### src/rtl/if_inst_queue_if.sv
// Fetch-to-decode instruction queue handshake bundle.
// The queue takes the slave modport; the fetch/decode environment takes the master modport.
interface if_inst_queue_if #(
  parameter int unsigned AW = 64
);
  logic          in_valid;
  logic [AW-1:0] in_pc;
  logic [31:0]   in_inst;
  logic          in_ready;
  logic          out_valid;
  logic [AW-1:0] out_pc;
  logic [31:0]   out_inst;
  logic          out_ready;

  modport master (
    output in_valid, in_pc, in_inst, out_ready,
    input  in_ready, out_valid, out_pc, out_inst
  );

  modport slave (
    input  in_valid, in_pc, in_inst, out_ready,
    output in_ready, out_valid, out_pc, out_inst
  );
endinterface

### src/rtl/if_inst_queue.sv
// Instruction queue between fetch and decode: a DEPTH-entry FIFO of {pc, inst} with flush.
// Define IF_IQ_BYPASS_EN to present an incoming beat combinationally when the queue is empty.
module if_inst_queue #(
  parameter int unsigned DEPTH = 4,
  parameter int unsigned AW    = 64
) (
  input  logic                     clk,
  input  logic                     rst,
  if_inst_queue_if.slave           q_if,
  input  logic                     flush,
  output logic [$clog2(DEPTH):0]   count
);

  localparam int unsigned PW = $clog2(DEPTH);
  localparam int unsigned CW = PW + 1;

  typedef struct packed {
    logic [AW-1:0] pc;
    logic [31:0]   inst;
  } entry_t;

  entry_t          mem_q [DEPTH];
  entry_t          mem_d [DEPTH];
  logic [PW-1:0]   wr_ptr_q, wr_ptr_d;
  logic [PW-1:0]   rd_ptr_q, rd_ptr_d;
  logic [CW-1:0]   count_q, count_d;

  logic            empty;
  logic            push;
  logic            bypass;
  logic            wr_en;
  logic            rd_en;
  entry_t          head;

  always_comb begin
    empty         = (count_q == '0);
    q_if.in_ready = !rst && !flush && (count_q < CW'(DEPTH));
    push          = q_if.in_valid && q_if.in_ready;
    head          = mem_q[rd_ptr_q];

`ifdef IF_IQ_BYPASS_EN
    bypass = empty && !flush && !rst;
`else
    bypass = 1'b0;
`endif

    if (bypass) begin
      q_if.out_valid = q_if.in_valid;
      q_if.out_pc    = q_if.in_pc;
      q_if.out_inst  = q_if.in_inst;
    end else begin
      q_if.out_valid = !empty && !flush && !rst;
      q_if.out_pc    = q_if.out_valid ? head.pc   : '0;
      q_if.out_inst  = q_if.out_valid ? head.inst : '0;
    end

    // A bypassed beat consumed in the same cycle never touches storage.
    wr_en = push && !(bypass && q_if.out_ready);
    rd_en = q_if.out_valid && q_if.out_ready && !empty;

    mem_d    = mem_q;
    wr_ptr_d = wr_ptr_q;
    rd_ptr_d = rd_ptr_q;
    count_d  = count_q;

    if (flush) begin
      wr_ptr_d = '0;
      rd_ptr_d = '0;
      count_d  = '0;
    end else begin
      if (wr_en) begin
        mem_d[wr_ptr_q] = '{pc: q_if.in_pc, inst: q_if.in_inst};
        wr_ptr_d        = wr_ptr_q + PW'(1);
      end
      if (rd_en) begin
        rd_ptr_d = rd_ptr_q + PW'(1);
      end
      case ({wr_en, rd_en})
        2'b10:   count_d = count_q + CW'(1);
        2'b01:   count_d = count_q - CW'(1);
        default: count_d = count_q;
      endcase
    end

    count = count_q;
  end

  always_ff @(posedge clk) begin
    if (rst) begin
      wr_ptr_q <= '0;
      rd_ptr_q <= '0;
      count_q  <= '0;
    end else begin
      wr_ptr_q <= wr_ptr_d;
      rd_ptr_q <= rd_ptr_d;
      count_q  <= count_d;
    end
  end

  // Storage needs no reset; occupancy alone decides what is valid.
  always_ff @(posedge clk) begin
    mem_q <= mem_d;
  end

endmodule

### src/flat_wrapper.sv
// flat-port wrapper written by rule: the top's interface ports become plain ports
module if_inst_queue_flat 
#(
  parameter int unsigned DEPTH = 4,
  parameter int unsigned AW    = 64
)
  (clk, rst, flush, count, q_if_in_valid, q_if_in_pc, q_if_in_inst, q_if_out_ready, q_if_in_ready, q_if_out_valid, q_if_out_pc, q_if_out_inst);
  if_inst_queue_if #(.AW(AW)) q_if_i ();
  input  logic clk;
  input  logic rst;
  input  logic flush;
  output logic [$clog2(DEPTH):0] count;
  input wire logic [$bits(q_if_i.in_valid)-1:0] q_if_in_valid;
  input wire logic [$bits(q_if_i.in_pc)-1:0] q_if_in_pc;
  input wire logic [$bits(q_if_i.in_inst)-1:0] q_if_in_inst;
  input wire logic [$bits(q_if_i.out_ready)-1:0] q_if_out_ready;
  output wire logic [$bits(q_if_i.in_ready)-1:0] q_if_in_ready;
  output wire logic [$bits(q_if_i.out_valid)-1:0] q_if_out_valid;
  output wire logic [$bits(q_if_i.out_pc)-1:0] q_if_out_pc;
  output wire logic [$bits(q_if_i.out_inst)-1:0] q_if_out_inst;
  assign q_if_i.in_valid = q_if_in_valid;
  assign q_if_i.in_pc = q_if_in_pc;
  assign q_if_i.in_inst = q_if_in_inst;
  assign q_if_i.out_ready = q_if_out_ready;
  assign q_if_in_ready = q_if_i.in_ready;
  assign q_if_out_valid = q_if_i.out_valid;
  assign q_if_out_pc = q_if_i.out_pc;
  assign q_if_out_inst = q_if_i.out_inst;
  if_inst_queue #(.DEPTH(DEPTH), .AW(AW)) u_core (.clk(clk), .rst(rst), .q_if(q_if_i), .flush(flush), .count(count));
endmodule
### config.mk
export PLATFORM = sky130hd
export DESIGN_NAME = if_inst_queue_flat
export DESIGN_NICKNAME = d
export VERILOG_FILES = /design/src/rtl/if_inst_queue_if.sv /design/src/rtl/if_inst_queue.sv /design/src/flat_wrapper.sv
export SDC_FILE = /design/constraint.sdc
export NUM_CORES = 1
export LEC_CHECK = 0
export CAP_MARGIN = 10
export CORE_MARGIN = 1.5
export CORE_UTILIZATION = 35
export DETAILED_ROUTE_END_ITERATION = 12
export SLEW_MARGIN = 15
export SYNTH_ARGS = -nofsm -noshare
export SYNTH_HDL_FRONTEND = slang
export SYNTH_SLANG_ARGS = --single-unit
### constraint.sdc
create_clock -name clk -period 7.8 [get_ports clk]
set_input_delay 1.95 -clock clk [delete_from_list [all_inputs] [get_ports clk]]
set_output_delay 1.95 -clock clk [all_outputs]
set_load 0.02 [all_outputs]
[Word level (Yosys, flattened, before mapping)]
Cells that the tools add are included.
Storage, ports and cells
  register bits: 391
  bits of input ports: 101
  output and inout port bits: 101
  logic and storage cells: 48
Operators by class
  $add $sub $neg: 4
  order comparisons: 4
  eq/ne operators: 2
  mux-type cells: 9
  bitwise gates (word level): 3
  reductions and logical operators: 15
Operator list (count)
  $bwmux W384: 1
  $mux W96: 3
  $bmux W96 S2: 1
  $demux W96 S2: 1
  $mux W64: 1
  $mux W32: 1
  $logic_and A1 B1 Y1: 8
  $ge A3 B3 Y1 const B: 2
  $not A2 Y3: 2
  $pmux W3 S2: 1
  $add A2 B1 Y2 const B: 2
  $add A3 B1 Y3 const B: 1
  $logic_not A1 Y1: 3
  $logic_not A3 Y1: 1
  $lt A3 B1 Y1 const B: 1
  $lt A3 B3 Y1 const B: 1
  $sub A3 B1 Y3 const B: 1
  $eq A2 B1 Y1 const B: 1
  $eq A2 B2 Y1 const B: 1
  $reduce_and A2 Y1: 1
  $reduce_bool A2 Y1: 1
  $reduce_or A2 Y1: 1
  $not A1 Y1: 1

[Longest topological paths before layout]
  depth in word-level cells: 8
  depth in mapped cells: 11
  depth with buffers taken out: 9

[Least setup slack after synthesis]
No wires, ideal clock.
  path kind: input-to-reg
  start: input port flush
  end: register u_core.mem_q[0] (netlist name), enable pin
  data arrival time: 4627 ps
  data required time: 7334 ps
  slack: 2707 ps
  stages on the path: 2
  path buffers: 0
  cells stage by stage: nor4b_4 > and2_1
Between the ends
  longest elaborated chain between the ends: 5
  elaborated cells on any way between the ends: 6
RTL lines
  from (decl): line flat_wrapper.sv:11  | input logic flush;
  $logic_not A1 Y1: line if_inst_queue.sv:37  | q_if.in_ready = !rst && !flush && (count_q < CW'(DEPTH));
  $logic_and A1 B1 Y1 (2 in series): line if_inst_queue.sv:37
  $logic_and A1 B1 Y1: line if_inst_queue.sv:38  | push = q_if.in_valid && q_if.in_ready;
  $reduce_and A2 Y1 (no line) *
  to (signal assigned): line if_inst_queue.sv:102  | mem_q <= mem_d;
  to (decl): line if_inst_queue.sv:22  | entry_t mem_q [DEPTH];
Every way passes the cells marked *; elsewhere a longest branch is shown, timed or not.
A chain may end at the register's enable or synchronous reset.

[Worst setup path after layout]
  start: input port flush
  end: output port q_if_out_inst[19]
Between the ends
  longest elaborated chain between the ends: 4
RTL lines
  $logic_not A1 Y1: line if_inst_queue.sv:52  | q_if.out_valid = !empty && !flush && !rst;
  $logic_and A1 B1 Y1 (2 in series): line if_inst_queue.sv:52
  $mux W32: line if_inst_queue.sv:54  | q_if.out_inst = q_if.out_valid ? head.inst : '0;
  to (decl): line flat_wrapper.sv:20  | output wire logic [$bits(q_if_i.out_inst)-1:0] q_if_out_inst;
Every way passes these cells.

==> run_results.csv <==
group,metric,value,unit
outcome,outcome,"completed",
timing,finalHoldViolCount,0,
synthesis,synth_seq_cells,391,
timing,worst_clock_skew,0.0137,ns
clocking,cts_max_path_buffers,3,
final_layout,final_layout_size_suffix_gt1_share,19.5,%
critical_path,worst_setup_path_end_kind,"primary output",
critical_path,reg2reg_slack,4.48,ns
grt,overflow,0,
placed_design,gp_congestion,0.698,
grt,antenna_found_initial,2,
final_layout,fillers,3641,
timing,finalSetupTns,0,ns
synthesis,ys_seq_area_share,78.0,%
placed_design,io_buffers,201,
synthesis,yosys.area.top_type_share,77.0,%
critical_path,path_cells,"clkdlybuf4s50_1, nor2_4, buf_12, and3_1, clkdlybuf4s50_1",
die,initial_core_util,35.6,%
critical_path,startpoint_type,"input pin",
placed_design,dp_hpwl,17.4,mm
synthesis,syn-num-nets,778,
timing,slew_viol_final,0,
clocking,clkTransAtPathRegs,0.06,ns
timing,maxSlewHeadroom,41.2,%
timing,min_period_over_period,74.6,%
drt,detail_route.wl_per_cell,21.0,um
synthesis,synth_edf_count,384,
final_layout,n_antenna_cell,0,
worst_hold_path,hold_path_class,"flip-flop to flip-flop",
die,io_pins,202,
critical_path,critPathRequiredTime,5.85,ns
clocking,holdBufCountCts,0,
clocking,clk_latency,0.55,ns
synthesis,syn-cell-area,15000,um2
synthesis,async_flop_share,0,%
synthesis,synthTopCellsByCount,"edfxtp_1 (384), and3_1 (96), mux4_2 (96)",
critical_path,critPathMaxStageDelay,0.63,ns
clocking,cts.sinks,391,
die,die_h,210,um
synthesis,ys.flop_type,"edfxtp_1",
die,chipWidth,210,um
grt,grt_use_total,14.2,%
synthesis,synth_cell_types,25,
timing,setup_viol,0,
clocking,cts_tree,"done",
synthesis,synth.area.top_cells,"edfxtp_1 (77%), mux4_2 (14%), and3_1 (4.0%)",
timing,max_freq,172,MHz
critical_path,arrival,3.87,ns
drt,via_per_inst,4.97,
timing,grt_setup_unrepaired,"false",
drt,routed_wl,30.5,mm
timing,worst_pin_slew,0.882,ns
grt,use_met3,3.05,%
clocking,clock-root-buffer,"clkbuf_16",
synthesis,synth_area_per_cell,22.3,um2
power_and_ir_drop,finalPower,4380,uW
critical_path,critPathTopFamily,"buffers and inverters",
clocking,cts_max_level,2,
power_and_ir_drop,p_per_area,232,nW/um2
job,maxCapViolations,0,
grt,grtUsageMet1,19.0,%
grt,grt.busiest_layer,"met2",
die,die-area,44000,um2
clocking,postCtsSetupRepairBufs,0,
clocking,cts_buffers,42,
drt,drtAntennaViolNets,0,
critical_path,cp_max_fo,98,
critical_path,critPathBufInv,3,
timing,finalCriticalPeriod,5.82,ns
synthesis,synthCells,671,
final_layout,syn_to_final_growth,26.3,%
drt,dr.pass1.iters,4,
synthesis,yosys_warnings,0,
final_layout,final_nets,991,
grt,grt_pass1_wl,46.8,mm
critical_path,slowest_stage,"clkdlybuf4s50_1",
die,core,42000,um2
critical_path,worstSetupPathType,"input pin to primary output",
clocking,cts_resized,0,
die,rows,75,
grt,grt_max_degree,99,
grt,gr-usage-met2,22.9,%
drt,vias,7194,
critical_path,crit_top_cell,"clkdlybuf4s50_1",
power_and_ir_drop,ir_drop,0.151,mV
synthesis,synth_area_leader_cell,"edfxtp_1",
drt,drc_errors,0,
power_and_ir_drop,leakagePower,0.00617,uW
grt,grt_pass1_vias,7751,
synthesis,yosysMostFrequentCell,"edfxtp_1",
drt,drt-initial-drc-count,387,
-- through the flow --
step	hold slack [ns]	worst slack, ns	cells	cell area (um2)	utilization (%)
3_5_place_dp	0.560	1.98	1379	17600	41.8
4_1_cts	0.569	1.97	1448	18900	45.0
2_1_floorplan	0.508	2.71	671	15000	-
6_report	0.563	1.98	1448	18900	45.0
5_1_grt	0.603	1.89	1448	18900	45.0
3_3_place_gp	0.535	1.99	1379	17600	41.8
-- where the power goes --
| group | switching (uW) | internal (uW) |
|---|---|---|
| Sequential | 5.03 | 2330 |
| Clock | 771 | 1140 |
| Combinational | 63.7 | 71.7 |
| Total | 839 | 3540 |
-- cell usage in the layout, fill, tap and decap left out, types with 2 or more instances in the layout --
| master | instances |
|---|---|
| a21oi_1 | 2 |
| and2_4 | 4 |
| and3_1 | 96 |
| buf_12 | 4 |
| buf_4 | 8 |
| bufinv_16 | 4 |
| clkbuf_1 | 7 |
| clkbuf_16 | 43 |
| clkdlybuf4s50_1 | 201 |
| clkinv_1 | 3 |
| clkinv_2 | 9 |
| dfxtp_1 | 5 |
| dfxtp_4 | 2 |
| edfxtp_1 | 384 |
| ha_1 | 5 |
| inv_1 | 8 |
| mux4_2 | 96 |
| nand2_1 | 2 |
| nor2_1 | 7 |
| o31ai_1 | 2 |
| xor2_1 | 3 |
-- cell families (layout without fill, tap and decap cells) --
family / Yosys count / after routing / share of synthesized area [%]
AOI/OAI and AO/OA: 7 / 7 / 0.309
buffers and inverters: 52 / 290 / 1.76
and+or+nand+nor: 115 / 115 / 4.75
xor gates and xnor gates: 4 / 4 / 0.234
muxes: 96 / 96 / 14.4
DFF: 391 / 391 / 78.0
adders and majority gates: 6 / 6 / 0.552
-- area by class of cell --
class,count,area (um2),share of cell area [%]
Clock inverter,18,194,1.03
Sequential cell,391,11700,61.8
Multi-Input combinational cell,228,3060,16.2
Inverter,8,30.0,0.159
Tap cell,539,674,3.57
Timing Repair Buffer,213,2150,11.4
Clock buffer,51,1120,5.90
-- tightest hold or removal path: cells and delay by family (launching register included) --
family / cells / cell delay (ns)
flip-flops: 1 / 0.32
AO/OA/AOI/OAI: 1 / 0.08
buffers and inverters: 1 / 0.10
-- metal layers --
layer  up-vias  wire, um
li1       3227         -
met1      3752     13500
met2       165     14800
met3        46      1470
met4         4       668
met5         -        27
-- state kept, by name (all words and copies together), names as in the netlist --
register and flops:
u_core.mem_q 384, u_core.count 3, u_core.rd_ptr_q 2, u_core.wr_ptr_q 2
-- final timing paths --
kind / start / end / depth (start not counted)
setup / recovery: flush / q_if_out_inst[19] / 5
hold / removal: u_core.wr_ptr_q[1] / u_core.wr_ptr_q[1] / 2
setup reg to reg: u_core.count[2] / u_core.count[2] / 10
hold reg to reg: u_core.wr_ptr_q[1] / u_core.wr_ptr_q[1] / 2
Power figures use the tool's default switching activity.
